File: src/rtl/axi2mem_pkg.sv
// Shared types and constants for the axi2mem read/write front end.
//   burst_t          : AXI AxBURST encoding
//   rd_split_state_t : read burst splitter FSM states
//   DATA_BYTES       : AXI data bus width in bytes (64-bit bus)
//   LANE_BYTES       : TCDM lane word width in bytes (32-bit lanes)
package axi2mem_pkg;

    localparam int unsigned DATA_BYTES = 8;
    localparam int unsigned LANE_BYTES = 4;
    localparam int unsigned NUM_LANES  = 2;
    localparam int unsigned SIZE_EFF_W = 2;

    typedef enum logic [1:0] {
        BURST_FIXED = 2'b00,
        BURST_INCR  = 2'b01,
        BURST_WRAP  = 2'b10,
        BURST_RSVD  = 2'b11
    } burst_t;

    typedef enum logic {
        RD_IDLE  = 1'b0,
        RD_BURST = 1'b1
    } rd_split_state_t;

    // The data bus is 64-bit, so any wider beat size collapses to 8 bytes.
    function automatic logic [SIZE_EFF_W-1:0] clamp_size(input logic [2:0] size);
        return (size > 3'd3) ? 2'd3 : size[1:0];
    endfunction

endpackage

File: src/rtl/axi2mem_addr_gen.sv
// Combinational AXI next-beat address generator (FIXED / INCR / WRAP).
//   addr_i        : current beat byte address
//   len_i         : burst length minus one
//   size_i        : effective log2 bytes per beat (0..3)
//   burst_i       : burst type; RSVD and WRAP with an illegal length act as INCR
//   next_addr_c_o : byte address of the following beat
module axi2mem_addr_gen
    import axi2mem_pkg::*;
#(
    parameter int unsigned AXI_ADDR_WIDTH = 32,
    parameter int unsigned AXI_LEN_WIDTH  = 8
) (
    input  logic [AXI_ADDR_WIDTH-1:0] addr_i,
    input  logic [AXI_LEN_WIDTH-1:0]  len_i,
    input  logic [SIZE_EFF_W-1:0]     size_i,
    input  burst_t                    burst_i,
    output logic [AXI_ADDR_WIDTH-1:0] next_addr_c_o
);

    localparam int unsigned AW = AXI_ADDR_WIDTH;
    localparam int unsigned LW = AXI_LEN_WIDTH;

    logic [AW-1:0] incr;
    logic [AW-1:0] sum;
    logic [AW-1:0] wrap_mask;
    logic          wrap_ok;

    always_comb begin
        incr      = AW'(1) << size_i;
        sum       = addr_i + incr;
        wrap_mask = ((AW'(len_i) + AW'(1)) << size_i) - AW'(1);
        wrap_ok   = (len_i == LW'(1)) || (len_i == LW'(3)) ||
                    (len_i == LW'(7)) || (len_i == LW'(15));

        next_addr_c_o = sum;
        case (burst_i)
            BURST_FIXED: next_addr_c_o = addr_i;
            BURST_WRAP: begin
                if (wrap_ok) begin
                    next_addr_c_o = (addr_i & ~wrap_mask) | (sum & wrap_mask);
                end
            end
            default: next_addr_c_o = sum;
        endcase
    end

endmodule

File: src/rtl/axi2mem_rd_burst_splitter.sv
// Splits one AXI AR burst into per-beat 32-bit word commands on two TCDM lanes.
//   clk_i, rst_i          : clock, synchronous active-high reset
//   ar_*                  : AXI read address channel (one burst at a time)
//   trans_rd_req_o/gnt_i  : per-lane command handshake
//   trans_rd_id_o/add_o   : per-lane burst ID and word address (lane0 low word)
//   trans_rd_last_o       : last beat of the burst, identical on both lanes
module axi2mem_rd_burst_splitter
    import axi2mem_pkg::*;
#(
    parameter int unsigned AXI_ADDR_WIDTH = 32,
    parameter int unsigned AXI_ID_WIDTH   = 6,
    parameter int unsigned AXI_LEN_WIDTH  = 8
) (
    input  logic                                     clk_i,
    input  logic                                     rst_i,
    input  logic                                     ar_valid_i,
    output logic                                     ar_ready_o,
    input  logic [AXI_ID_WIDTH-1:0]                  ar_id_i,
    input  logic [AXI_ADDR_WIDTH-1:0]                ar_addr_i,
    input  logic [AXI_LEN_WIDTH-1:0]                 ar_len_i,
    input  logic [2:0]                               ar_size_i,
    input  logic [1:0]                               ar_burst_i,
    output logic [NUM_LANES-1:0][AXI_ID_WIDTH-1:0]   trans_rd_id_o,
    output logic [NUM_LANES-1:0][AXI_ADDR_WIDTH-1:0] trans_rd_add_o,
    output logic [NUM_LANES-1:0]                     trans_rd_last_o,
    output logic [NUM_LANES-1:0]                     trans_rd_req_o,
    input  logic [NUM_LANES-1:0]                     trans_rd_gnt_i
);

    localparam int unsigned AW = AXI_ADDR_WIDTH;
    localparam int unsigned IW = AXI_ID_WIDTH;
    localparam int unsigned LW = AXI_LEN_WIDTH;

    rd_split_state_t                state_q, state_d;
    logic                           ar_ready_q, ar_ready_d;
    logic [IW-1:0]                  id_q, id_d;
    logic [AW-1:0]                  addr_q, addr_d;
    logic [LW-1:0]                  len_q, len_d;
    logic [SIZE_EFF_W-1:0]          size_q, size_d;
    burst_t                         burst_q, burst_d;
    logic [LW-1:0]                  cnt_q, cnt_d;
    logic [NUM_LANES-1:0]           done_q, done_d;
    logic [NUM_LANES-1:0]           req_q, req_d;
    logic [NUM_LANES-1:0][AW-1:0]   add_q, add_d;
    logic                           last_q, last_d;

    logic [AW-1:0]                  next_addr;
    logic [LW-1:0]                  cnt_nxt;
    logic [NUM_LANES-1:0]           gnt_hit;
    logic                           beat_done;

    // Lane0 reads the low word of the 64-bit beat, lane1 the high word.
    function automatic logic [NUM_LANES-1:0][AW-1:0] lane_addrs(input logic [AW-1:0] a);
        logic [NUM_LANES-1:0][AW-1:0] res;
        res[0] = a & ~AW'(DATA_BYTES - 1);
        res[1] = res[0] + AW'(LANE_BYTES);
        return res;
    endfunction

    axi2mem_addr_gen #(
        .AXI_ADDR_WIDTH (AXI_ADDR_WIDTH),
        .AXI_LEN_WIDTH  (AXI_LEN_WIDTH)
    ) u_addr_gen (
        .addr_i        (addr_q),
        .len_i         (len_q),
        .size_i        (size_q),
        .burst_i       (burst_q),
        .next_addr_c_o (next_addr)
    );

    // Next-state, burst bookkeeping and lane handshake.
    always_comb begin
        state_d    = state_q;
        ar_ready_d = ar_ready_q;
        id_d       = id_q;
        addr_d     = addr_q;
        len_d      = len_q;
        size_d     = size_q;
        burst_d    = burst_q;
        cnt_d      = cnt_q;
        done_d     = done_q;
        req_d      = req_q;
        add_d      = add_q;
        last_d     = last_q;

        cnt_nxt   = cnt_q + LW'(1);
        gnt_hit   = req_q & trans_rd_gnt_i;
        // Counting same-cycle grants lets both-granted beats advance back to back.
        beat_done = &(done_q | gnt_hit);

        unique case (state_q)
            RD_IDLE: begin
                if (ar_valid_i && ar_ready_q) begin
                    state_d    = RD_BURST;
                    ar_ready_d = 1'b0;
                    id_d       = ar_id_i;
                    addr_d     = ar_addr_i;
                    len_d      = ar_len_i;
                    size_d     = clamp_size(ar_size_i);
                    burst_d    = burst_t'(ar_burst_i);
                    cnt_d      = '0;
                    done_d     = '0;
                    req_d      = '1;
                    add_d      = lane_addrs(ar_addr_i);
                    last_d     = (ar_len_i == '0);
                end
            end
            RD_BURST: begin
                if (beat_done) begin
                    done_d = '0;
                    if (cnt_q == len_q) begin
                        state_d    = RD_IDLE;
                        ar_ready_d = 1'b1;
                        req_d      = '0;
                        last_d     = 1'b0;
                    end else begin
                        cnt_d  = cnt_nxt;
                        addr_d = next_addr;
                        add_d  = lane_addrs(next_addr);
                        last_d = (cnt_nxt == len_q);
                        req_d  = '1;
                    end
                end else begin
                    done_d = done_q | gnt_hit;
                    req_d  = req_q & ~trans_rd_gnt_i;
                end
            end
            default: begin
                state_d = RD_IDLE;
            end
        endcase
    end

    // State and output registers.
    always_ff @(posedge clk_i) begin
        if (rst_i) begin
            state_q    <= RD_IDLE;
            ar_ready_q <= 1'b1;
            id_q       <= '0;
            addr_q     <= '0;
            len_q      <= '0;
            size_q     <= '0;
            burst_q    <= BURST_FIXED;
            cnt_q      <= '0;
            done_q     <= '0;
            req_q      <= '0;
            add_q      <= '0;
            last_q     <= 1'b0;
        end else begin
            state_q    <= state_d;
            ar_ready_q <= ar_ready_d;
            id_q       <= id_d;
            addr_q     <= addr_d;
            len_q      <= len_d;
            size_q     <= size_d;
            burst_q    <= burst_d;
            cnt_q      <= cnt_d;
            done_q     <= done_d;
            req_q      <= req_d;
            add_q      <= add_d;
            last_q     <= last_d;
        end
    end

    assign ar_ready_o      = ar_ready_q;
    assign trans_rd_req_o  = req_q;
    assign trans_rd_add_o  = add_q;
    assign trans_rd_id_o   = {id_q, id_q};
    assign trans_rd_last_o = {last_q, last_q};

endmodule

File: config.mk
export PLATFORM = sky130hd
export DESIGN_NAME = axi2mem_rd_burst_splitter
export DESIGN_NICKNAME = d
export VERILOG_FILES = /design/src/rtl/axi2mem_pkg.sv /design/src/rtl/axi2mem_addr_gen.sv /design/src/rtl/axi2mem_rd_burst_splitter.sv
export SDC_FILE = /design/constraint.sdc
export NUM_CORES = 1
export LEC_CHECK = 0
export CAP_MARGIN = 20
export CELL_PAD_IN_SITES_DETAIL_PLACEMENT = 0
export CELL_PAD_IN_SITES_GLOBAL_PLACEMENT = 1
export CORE_MARGIN = 2
export CORE_UTILIZATION = 38
export CTS_BUF_LIST = sky130_fd_sc_hd__clkbuf_4 sky130_fd_sc_hd__clkbuf_8 sky130_fd_sc_hd__clkbuf_16
export CTS_CLUSTER_SIZE = 20
export DETAILED_ROUTE_END_ITERATION = 8
export GPL_TIMING_DRIVEN = 0
export PLACE_DENSITY_LB_ADDON = 0.2
export SYNTH_ARGS = -nofsm -noshare
export SYNTH_HDL_FRONTEND = slang
export SYNTH_SLANG_ARGS = --single-unit
File: constraint.sdc
create_clock -name clk_i -period 8.7 [get_ports clk_i]
set_clock_uncertainty 0.05 [all_clocks]
set_input_delay 1.74 -clock clk_i [delete_from_list [all_inputs] [get_ports clk_i]]
set_output_delay 1.74 -clock clk_i [all_outputs]
set_load 0.01 [all_outputs]
==> results.yml <==
die:
  die_width_um: 121
  ios: 137
  effective_utilization_at_floorplan_pct: 39.2
  floorplan.rows: 42
  floorplan.die_area_sq_um: 14700
  die_height_um: 121
  floorplan.core_area_sq_um: 13300
global_route:
  antenna_violations_before_repair: 0
  gr_met2_demand_resource_pct: 40.3
  gr-usage-met1_pct: 35.3
  grt_max_degree: 13
  global_route.overflow_total: 0
  groute.layer.met3.usage_pct: 6.67
  global_route.peak_usage_layer: "met2"
  track_usage_pct: 25.9
  first_global_vias: 5573
  grt_first_pass_wirelength_mm: 29.5
drt:
  drt_first_iter_violations: 481
  drt-vias-per-instance: 5.61
  routedWlPerCell_um: 18.2
  route.detailed.drc: 0
  vias: 5780
  drt_wl_total_mm: 18.8
  ant_nets: 0
  detailedRoute.firstPassIterationCount: 5
timing:
  layout_min_cycle_time_ns: 4.44
  period_share_pct: 51.1
  timing.final.hold_violations: 0
  rsz_0062_raised_after_global_routing: "no"
  timing.hold.ws_ns: 0.413
  timing_worst_slew_pin_value_ns: 0.804
  timing.final.setup_violations: 0
  clock.fmax_mhz: 225
  finalMaxSlewViolations: 0
  aggregate_negative_setup_slack_ns: 0
  slew_headroom_pct: 45.9
place:
  place.gp.congestion: 0.895
  hpwl_mm: 13.7
  numPortBuffers: 131
  cells_after_dpl: 1013
final_layout:
  nets: 915
  post-route-util_pct: 53.2
  final-instance-count-excl-fill: 1030
  insertedDiodeCount: 0
  drive_above_1_share_pct: 13.8
  final_common_cell: "sky130_fd_sc_hd__clkdlybuf4s50_1"
  flow.area_growth_from_synthesis_pct: 35.7
  commonest_cells_after_routing_fill_and_taps_aside: "131 x sky130_fd_sc_hd__clkdlybuf4s50_1, 84 x sky130_fd_sc_hd__nand2_1, 74 x sky130_fd_sc_hd__buf_4, 66 x sky130_fd_sc_hd__dfxtp_1"
clock_tree:
  cts_max_path_buffers: 2
  path_clk_slew_ns: 0.06
  clkLatencyLatePin_ns: 0.36
  postCtsHoldBufs: 0
  cts_repair_resizes: 0
  ctsRootBufferMaster: "sky130_fd_sc_hd__clkbuf_16"
  h-tree-depth: 3
  cts_post_setup_buffers_inserted: 0
  clkSinkCount: 66
  tritoncts: "yes"
  cts-buffers-inserted: 9
pwr:
  power.density_nw_per_um2: 149
  clock_group_share_of_total_power_pct: 36.6
  p_int_mw: 0.708
  net_switching_power_mw: 0.342
  p_leak_nw: 2.72
  p_sw_share_pct: 32.6
  seqPwrFrac_pct: 33.2
  power.share.combinational_pct: 30.2
  vdd_ir_drop_max_v: 0.000116
worst_setup_path:
  critPathArrivalTime_ns: 4.65
  reg2reg_slack_ns: 4.95
  criticalPathCategory: "input pin to flop"
  cp_max_fo: 10
  end_kind: "flop"
  worstPathRequired_ns: 8.91
  startpoint_type: "input pin"
logic_synthesis:
  synth-async-reset-ratio_pct: 0
  synthDistinctLibCells: 70
  postSynthCellCount: 702
  syn_avg_cell_area_sq_um: 7.42
  synth_edf_count: 0
  synth-main-ff-cell: "sky130_fd_sc_hd__dfxtp_1"
  yosys_warnings: 0
  ys_seq_elements: 66
  synth.yosys.seq_area_share_pct: 25.4
  syn-cell-area_sq_um: 5210
run_status:
  run_status: "complete, no violations"
job:
  maxCapViolCount: 0
min_path:
  worstHoldPathType: "flop to flop"
[layout make-up]
type	instances	area (sq um)
Inverter	23	86.3
Clock buffer	10	239
Multi-Input combinational cell	499	3070
Timing Repair Buffer	132	1320
Clock inverter	6	65.1
Buffer	118	751
Sequential cell	66	1320
Fill cell	1314	6230
Tap cell	176	220
[cell families (layout without fill, tap and decap cells)]
kind of cell,Yosys count,after routing,synth area share (%)
AOI/OAI and AO/OA,182,182,23.9
other,1,5,0.0720
DFF,66,66,25.4
adders and majority gates,10,10,2.55
buffers and inverters,141,289,16.1
xor gates and xnor gates,29,29,5.02
muxes,7,7,1.49
and+or+nand+nor,266,266,25.6
[flip-flops by register name, summed over array words and instances, names as in the netlist]
signal / flops
burst_q: 2
ar_ready_o: 1
state_q: 1
id_q: 6
done_q: 2
trans_rd_add_o: 2
size_q: 2
len_q: 8
trans_rd_req_o: 2
last_q: 1
addr_q: 31
cnt_q: 8
[worst paths after layout]
path	from	end	depth (start not counted)
max	trans_rd_gnt_i[1]	addr_q[24]	9
min	done_q[0]	done_q[0]	2
max reg2reg	size_q[0]	addr_q[19]	14
min reg2reg	done_q[0]	done_q[0]	2
[through the flow]
stage	area, sq um	total power, mW	worst slack, ns
after floorplan	5230	0.530	5.34
after global placement	6760	0.663	3.80
after detailed placement	6760	0.667	3.85
after CTS	7060	1.05	4.19
after global routing	7070	1.10	4.09
final	7070	1.05	4.26
[routing by layer]
metal | vias to the layer above | share of wire [%]
met1 | 2704 | 44
met3 | 28 | 9.1
met5 | - | 0
met4 | 0 | 1.6
met2 | 281 | 46
li1 | 2767 | -
[critical path, stage by stage]
cell and delay (ns):
sky130_fd_sc_hd__clkdlybuf4s50_1 0.49, sky130_fd_sc_hd__a21oi_1 0.12, sky130_fd_sc_hd__nor2_1 0.26, sky130_fd_sc_hd__a21oi_1 0.22
sky130_fd_sc_hd__a21oi_1 0.53, sky130_fd_sc_hd__buf_4 0.27, sky130_fd_sc_hd__clkbuf_1 0.53, sky130_fd_sc_hd__a41oi_1 0.23
sky130_fd_sc_hd__a311oi_1 0.26
[Yosys cell counts, drive strengths merged, types with 6 or more instances]
cell type,number,area share (%)
ha,9,2.2
and4,9,1.5
nand4,11,1.4
a311oi,14,2.4
nand2b,7,0.84
o21ai,32,3.1
or3,9,1.1
a21o,8,1.2
inv,23,1.7
and3,18,2.2
a31oi,12,1.4
xor2,13,2.2
a21oi,53,5.3
dfxtp,66,25
nor2b,8,0.96
nor4,7,0.96
o211ai,7,1.0
xnor2,16,2.8
nor3,24,2.4
nor2,52,3.7
buf,89,12
a211oi,9,1.3
o221ai,6,1.1
mux2,6,1.3
nand3,23,2.3
nand2,84,6.1
clkbuf,29,2.1
[power by group through the flow]
stage	clock, mW	combinational [mW]	sequential, mW
after floorplan	0	0.182	0.349
after global placement	0	0.309	0.354
after detailed placement	0	0.312	0.355
after CTS	0.388	0.314	0.349
after global routing	0.400	0.343	0.352
final	0.384	0.317	0.349
Power figures use the tool's default switching activity.
